$ cat config.mk
export PLATFORM = sky130hd
export DESIGN_NAME = vga_bounce_pic
export DESIGN_NICKNAME = d
export VERILOG_FILES = /design/src/rtl/vga_pkg.sv /design/src/rtl/box_axis_mover.sv /design/src/rtl/vga_bounce_pic.sv
export SDC_FILE = /design/constraint.sdc
export NUM_CORES = 1
export LEC_CHECK = 0
export ABC_AREA = 1
export CAP_MARGIN = 40
export CORE_ASPECT_RATIO = 0.5
export CORE_MARGIN = 2
export CORE_UTILIZATION = 25
export CTS_BUF_LIST = sky130_fd_sc_hd__clkbuf_4 sky130_fd_sc_hd__clkbuf_8
export CTS_CLUSTER_DIAMETER = 80
export DETAILED_ROUTE_END_ITERATION = 8
export PLACE_DENSITY = 0.54
export SLEW_MARGIN = 20
export SYNTH_ARGS = -nofsm -noshare
export SYNTH_HDL_FRONTEND = slang
export SYNTH_SLANG_ARGS = --single-unit
$ cat constraint.sdc
create_clock -name clk -period 2 [get_ports clk]
set_input_delay 0.4 -clock clk [delete_from_list [all_inputs] [get_ports clk]]
set_output_delay 0.4 -clock clk [all_outputs]
set_load 0.02 [all_outputs]
$ cat src/rtl/vga_pkg.sv
// rtl/vga_pkg.sv - 640x480@60 scan constants, RGB565 palette and bar lookup
package vga_pkg;

  localparam int H_ACT_START = 143;
  localparam int V_ACT_START = 35;
  localparam int H_ACT       = 640;
  localparam int V_ACT       = 480;
  localparam int H_LAST      = 799;
  localparam int V_LAST      = 524;
  localparam int BOX_SIZE    = 32;
  localparam int STEP        = 2;

  function automatic logic [15:0] palette(input logic [2:0] idx);
    case (idx)
      3'd0:    return 16'hF800;
      3'd1:    return 16'hFC00;
      3'd2:    return 16'hFFE0;
      3'd3:    return 16'h07E0;
      3'd4:    return 16'h07FF;
      3'd5:    return 16'h001F;
      3'd6:    return 16'hF81F;
      default: return 16'hFFFF;
    endcase
  endfunction

  // col/80 for col in 0..639, built from comparators rather than a divider
  function automatic logic [2:0] bar_idx(input logic [9:0] col);
    if (col < 10'd80)       return 3'd0;
    else if (col < 10'd160) return 3'd1;
    else if (col < 10'd240) return 3'd2;
    else if (col < 10'd320) return 3'd3;
    else if (col < 10'd400) return 3'd4;
    else if (col < 10'd480) return 3'd5;
    else if (col < 10'd560) return 3'd6;
    else                    return 3'd7;
  endfunction

endpackage

$ cat src/rtl/box_axis_mover.sv
// rtl/box_axis_mover.sv - one axis of the bouncing square: position, direction, wall hit
module box_axis_mover #(
  parameter int MAX  = 608,
  parameter int STEP = 2
) (
  input  logic       clk,
  input  logic       rst_n,
  input  logic       tick_en,
  output logic [9:0] pos,
  output logic       hit
);

  localparam logic [10:0] MAX11  = 11'(MAX);
  localparam logic [10:0] STEP11 = 11'(STEP);

  logic [9:0]  pos_q, pos_d;
  logic        dir_neg_q, dir_neg_d;
  logic [10:0] pos_inc;

  // 11-bit sum so the wall compare never sees a wrapped value
  assign pos_inc = {1'b0, pos_q} + STEP11;

  always_comb begin
    pos_d     = pos_q;
    dir_neg_d = dir_neg_q;
    hit       = 1'b0;
    if (tick_en) begin
      if (!dir_neg_q) begin
        if (pos_inc >= MAX11) begin
          pos_d     = MAX11[9:0];
          dir_neg_d = 1'b1;
          hit       = 1'b1;
        end else begin
          pos_d = pos_inc[9:0];
        end
      end else begin
        if ({1'b0, pos_q} <= STEP11) begin
          pos_d     = 10'd0;
          dir_neg_d = 1'b0;
          hit       = 1'b1;
        end else begin
          pos_d = pos_q - STEP11[9:0];
        end
      end
    end
  end

  always_ff @(posedge clk or negedge rst_n) begin
    if (!rst_n) begin
      pos_q     <= 10'd0;
      dir_neg_q <= 1'b0;
    end else begin
      pos_q     <= pos_d;
      dir_neg_q <= dir_neg_d;
    end
  end

  assign pos = pos_q;

endmodule

$ cat src/rtl/vga_bounce_pic.sv
// rtl/vga_bounce_pic.sv - colour bars with a bouncing square, registered RGB565 out
module vga_bounce_pic
  import vga_pkg::*;
(
  input  logic        clk,
  input  logic        rst_n,
  input  logic [9:0]  pix_x,
  input  logic [9:0]  pix_y,
  input  logic        move_en,
  output logic [15:0] pix_data,
  output logic [7:0]  bounce_cnt
);

  localparam logic [9:0]  H0     = 10'(H_ACT_START);
  localparam logic [9:0]  V0     = 10'(V_ACT_START);
  localparam logic [9:0]  H_END  = 10'(H_ACT_START + H_ACT);
  localparam logic [9:0]  V_END  = 10'(V_ACT_START + V_ACT);
  localparam logic [10:0] BOX11  = 11'(BOX_SIZE);

  logic [9:0]  col, row, box_x, box_y;
  logic        active, in_box, frame_tick, tick_en, hit_x, hit_y;
  logic [2:0]  box_idx_q, box_idx_d;
  logic [7:0]  bounce_q, bounce_d;
  logic [15:0] pix_q, pix_d;

  assign frame_tick = (pix_x == 10'(H_LAST)) && (pix_y == 10'(V_LAST));
  assign tick_en    = frame_tick && move_en;

  box_axis_mover #(.MAX(H_ACT - BOX_SIZE), .STEP(STEP)) u_mover_x (
    .clk     (clk),
    .rst_n   (rst_n),
    .tick_en (tick_en),
    .pos     (box_x),
    .hit     (hit_x)
  );

  box_axis_mover #(.MAX(V_ACT - BOX_SIZE), .STEP(STEP)) u_mover_y (
    .clk     (clk),
    .rst_n   (rst_n),
    .tick_en (tick_en),
    .pos     (box_y),
    .hit     (hit_y)
  );

  // col/row wrap for blanking coordinates; active gates them off
  assign col    = pix_x - H0;
  assign row    = pix_y - V0;
  assign active = (pix_x >= H0) && (pix_x < H_END) && (pix_y >= V0) && (pix_y < V_END);
  assign in_box = (col >= box_x) && ({1'b0, col} < ({1'b0, box_x} + BOX11)) &&
                  (row >= box_y) && ({1'b0, row} < ({1'b0, box_y} + BOX11));

  always_comb begin
    box_idx_d = box_idx_q;
    bounce_d  = bounce_q;
    // a corner hit is a single event
    if (tick_en && (hit_x || hit_y)) begin
      box_idx_d = box_idx_q + 3'd1;
      bounce_d  = bounce_q + 8'd1;
    end
    pix_d = 16'h0000;
    if (active) begin
      pix_d = in_box ? palette(box_idx_q) : palette(bar_idx(col));
    end
  end

  always_ff @(posedge clk or negedge rst_n) begin
    if (!rst_n) begin
      box_idx_q <= 3'd7;
      bounce_q  <= 8'd0;
      pix_q     <= 16'h0000;
    end else begin
      box_idx_q <= box_idx_d;
      bounce_q  <= bounce_d;
      pix_q     <= pix_d;
    end
  end

  assign pix_data   = pix_q;
  assign bounce_cnt = bounce_q;

endmodule

==> impl_metrics.json <==
{
  "status": "finished, violations left",
  "violations": "setup timing",
  "ctsLongestPathBuffers": 2,
  "arrival_ps": 2580,
  "via_per_inst": 4.44,
  "reg2reg_depth": 15,
  "syn_to_final_growth_pct": 65.5,
  "synth_edf_count": 0,
  "cp.required_ps": 2210,
  "first_iter_violations": 236,
  "slew_violations": 0,
  "insertion_delay_ps": 310,
  "gp_congestion": 0.882,
  "h-tree-depth": 2,
  "grt_pass1_vias": 4585,
  "grt_usage_pct": 15.3,
  "synth_top_area_share_pct": 19.3,
  "drive_above_1_share_pct": 42.2,
  "yosysMostFrequentCell": "nand2_1",
  "drt-total-wl_mm": 13.4,
  "leakagePower_nw": 3.37,
  "path_class": "in -> reg",
  "finalHoldViolations": 0,
  "fin_nets": 875,
  "worst_pin_slew_ps": 447,
  "synth_cell_types": 48,
  "die_x_um": 186,
  "hpwl_mm": 10.4,
  "ys_async_sr_fraction_pct": 100,
  "cts_made_buffers": 5,
  "power.density_nw_per_um2": 316,
  "drc": 0,
  "synth_area_um2": 4150,
  "timing.slew.headroom_pct": 70.2,
  "core_region_area_um2": 16300,
  "skew_ps": 6.21,
  "cts.sinks": 35,
  "overflow": 0,
  "detail-route-antenna-nets": 0,
  "root_buffer": "clkbuf_8",
  "yosysTopAreaCell": "dfrtp_1",
  "ys_seq_area_share_pct": 21.2,
  "startpoint_type": "primary input",
  "crit_fanout": 7,
  "cts.clk_slew.worst_paths_ps": 80,
  "grt_pass1_wl_mm": 21.5,
  "wire_per_inst_um": 12.9,
  "r2r-end": "pix_data[9]",
  "peakVddDrop_v": 0.000207,
  "die_y_um": 95.1,
  "reg2reg_setup_slack_ps": -320,
  "r2r-start": "u_mover_y.pos[6]",
  "postSynthCellCount": 601,
  "antenna_found_initial": 2,
  "n_fill_cell": 1621,
  "fin_crit_ps": 2380,
  "start_util_pct": 25.5,
  "rsz0062_at_grt": "true",
  "final_core_util_pct": 42.1,
  "yosysWarnings": 0,
  "synthTopCellsByArea": "dfrtp_1, ha_1, nand2_1",
  "io-pin-count": 47,
  "synthFlopType": "dfrtp_1",
  "netlist_top_cells_count": "nand2_1, inv_1, ha_1",
  "hold_path_class": "in -> async",
  "tritoncts": "built",
  "via_count": 4608,
  "setup_viol": 15,
  "row_count": 33,
  "critPathCaptureType": "register",
  "port_buffers": 46,
  "period_share_pct": 119,
  "maxCapViolations": 0,
  "fmax_mhz": 421,
  "synth_nets": 669,
  "synth_seq_cells": 35,
  "hold_slack_ps": 28.1,
  "grt_max_degree": 21,
  "setup_slack_ps": -375,
  "avgSynthCellArea_um2": 6.91,
  "dieArea_um2": 17700,
  "drt_first_pass_iters": 5
}
[critical path, stage by stage]
cell and delay (ps):
clkdlybuf4s50_1 540, inv_1 110, xor2_2 200, ha_1 310, nand4_1 160, nor2_1 60
nor2_1 130, nand2_1 100, nor2_2 160, nand3_4 130, o21ai_2 150, inv_1 50
nand2_1 50, inv_1 30
[per-stage QoR]
stage	worst slack [ps]	power [mW]	setup TNS (ps)	cells	area (µm²)
detailed placement	-1230	1.38	-20470	991	5870
floorplan	-323	1.08	-1170	601	4210
CTS	-341	2.16	-2210	1028	6500
finish	-375	2.17	-2170	1037	6870
global placement	-1210	1.37	-19340	991	5870
global route	-520	2.29	-4990	1036	6870
[worst max-delay path by stage]
stage                           startpoint           end  depth (start not counted)
after floorplan                   pix_y[0]   pix_data[9]                         17
after global placement            pix_y[0]  pix_data[14]                         14
after detailed placement          pix_y[0]  pix_data[14]                         14
after CTS                         pix_y[1]   pix_data[9]                         18
after global routing      u_mover_y.pos[6]   pix_data[9]                         15
final                             pix_y[9]   pix_data[9]                         14
[report_power, final]
part | internal [mW] | total, mW | leakage [nW] | switching (mW)
clock network | 0.405 | 0.730 | 0.0612 | 0.326
logic | 0.341 | 0.717 | 2.94 | 0.376
registers | 0.716 | 0.725 | 0.375 | 0.00830
total | 1.46 | 2.17 | 3.37 | 0.710
[registers in the layout, summed over array words and instances, names as in the netlist]
name                 cells
bounce_cnt               8
box_idx_q                3
pix_data                 4
u_mover_x.dir_neg_q      1
u_mover_x.pos            9
u_mover_y.dir_neg_q      1
u_mover_y.pos            9
[layer usage]
metal	share of wire [%]	global-route usage, %	wire length (µm)
met5	0	0	0
met2	48	26.5	6390
met3	3.3	2.79	436
met1	47	19.9	6340
met4	1.7	3.74	231
[what timing repair did]
item | in CTS | in global routing
pin swaps | 52 | 66
setup endpoints to repair | 35 | 35
hold buffers | 0 | 0
cloned | 1 | 0
gates resized for setup | 122 | 94
buffers inserted | 28 | 11
[layout make-up]
class | count | area [µm²] | share of cell area [%]
Multi-Input combinational cell | 456 | 3410 | 49.6
Timing Repair Buffer | 220 | 1840 | 26.7
Sequential cell | 35 | 882 | 12.8
Inverter | 89 | 340 | 4.95
Tap cell | 227 | 284 | 4.13
Clock buffer | 6 | 82.6 | 1.20
Clock inverter | 2 | 35.0 | 0.510
Antenna cell | 2 | 5.00 | 0.0728
[cell families (layout without fill, tap and decap cells)]
logic type / after synthesis / after routing / share of synthesized area, %
simple gates: 271 / 271 / 30.5
buf+inv: 110 / 317 / 11.5
compound gates: 101 / 101 / 15.0
fa+ha+maj: 45 / 45 / 13.6
xor+xnor: 39 / 39 / 8.23
flops: 35 / 35 / 21.2
other cells: 0 / 2 / 0
[cells in the final DEF, fill, tap and decap left out, types with 3 or more instances in the layout]
master,synthesis,final
clkbuf_8,0,6
buf_2,5,7
buf_4,12,157
nor2_1,37,27
o21ai_2,1,7
nor3_1,10,6
nand3_2,7,8
inv_2,8,16
a21oi_1,28,18
nor3_4,1,4
nand4_1,13,13
xor2_2,0,5
ha_1,45,35
a21oi_2,2,12
a22oi_1,6,3
a22oi_2,0,3
clkdlybuf4s50_1,0,26
xnor2_1,4,3
dlygate4sd2_1,0,5
nand3_4,0,5
xor2_1,35,30
nand2_4,1,12
o21a_1,4,4
nand2_2,6,23
nor3_2,2,3
ha_4,0,8
nor2_2,3,8
nand3b_1,4,4
buf_6,2,12
dfstp_2,3,3
o21ai_0,35,15
o21ai_1,5,17
buf_12,0,5
nand3_1,35,29
nor2_4,3,8
nand2_1,144,115
inv_1,81,71
dfrtp_1,32,30
Power figures use the tool's default switching activity.
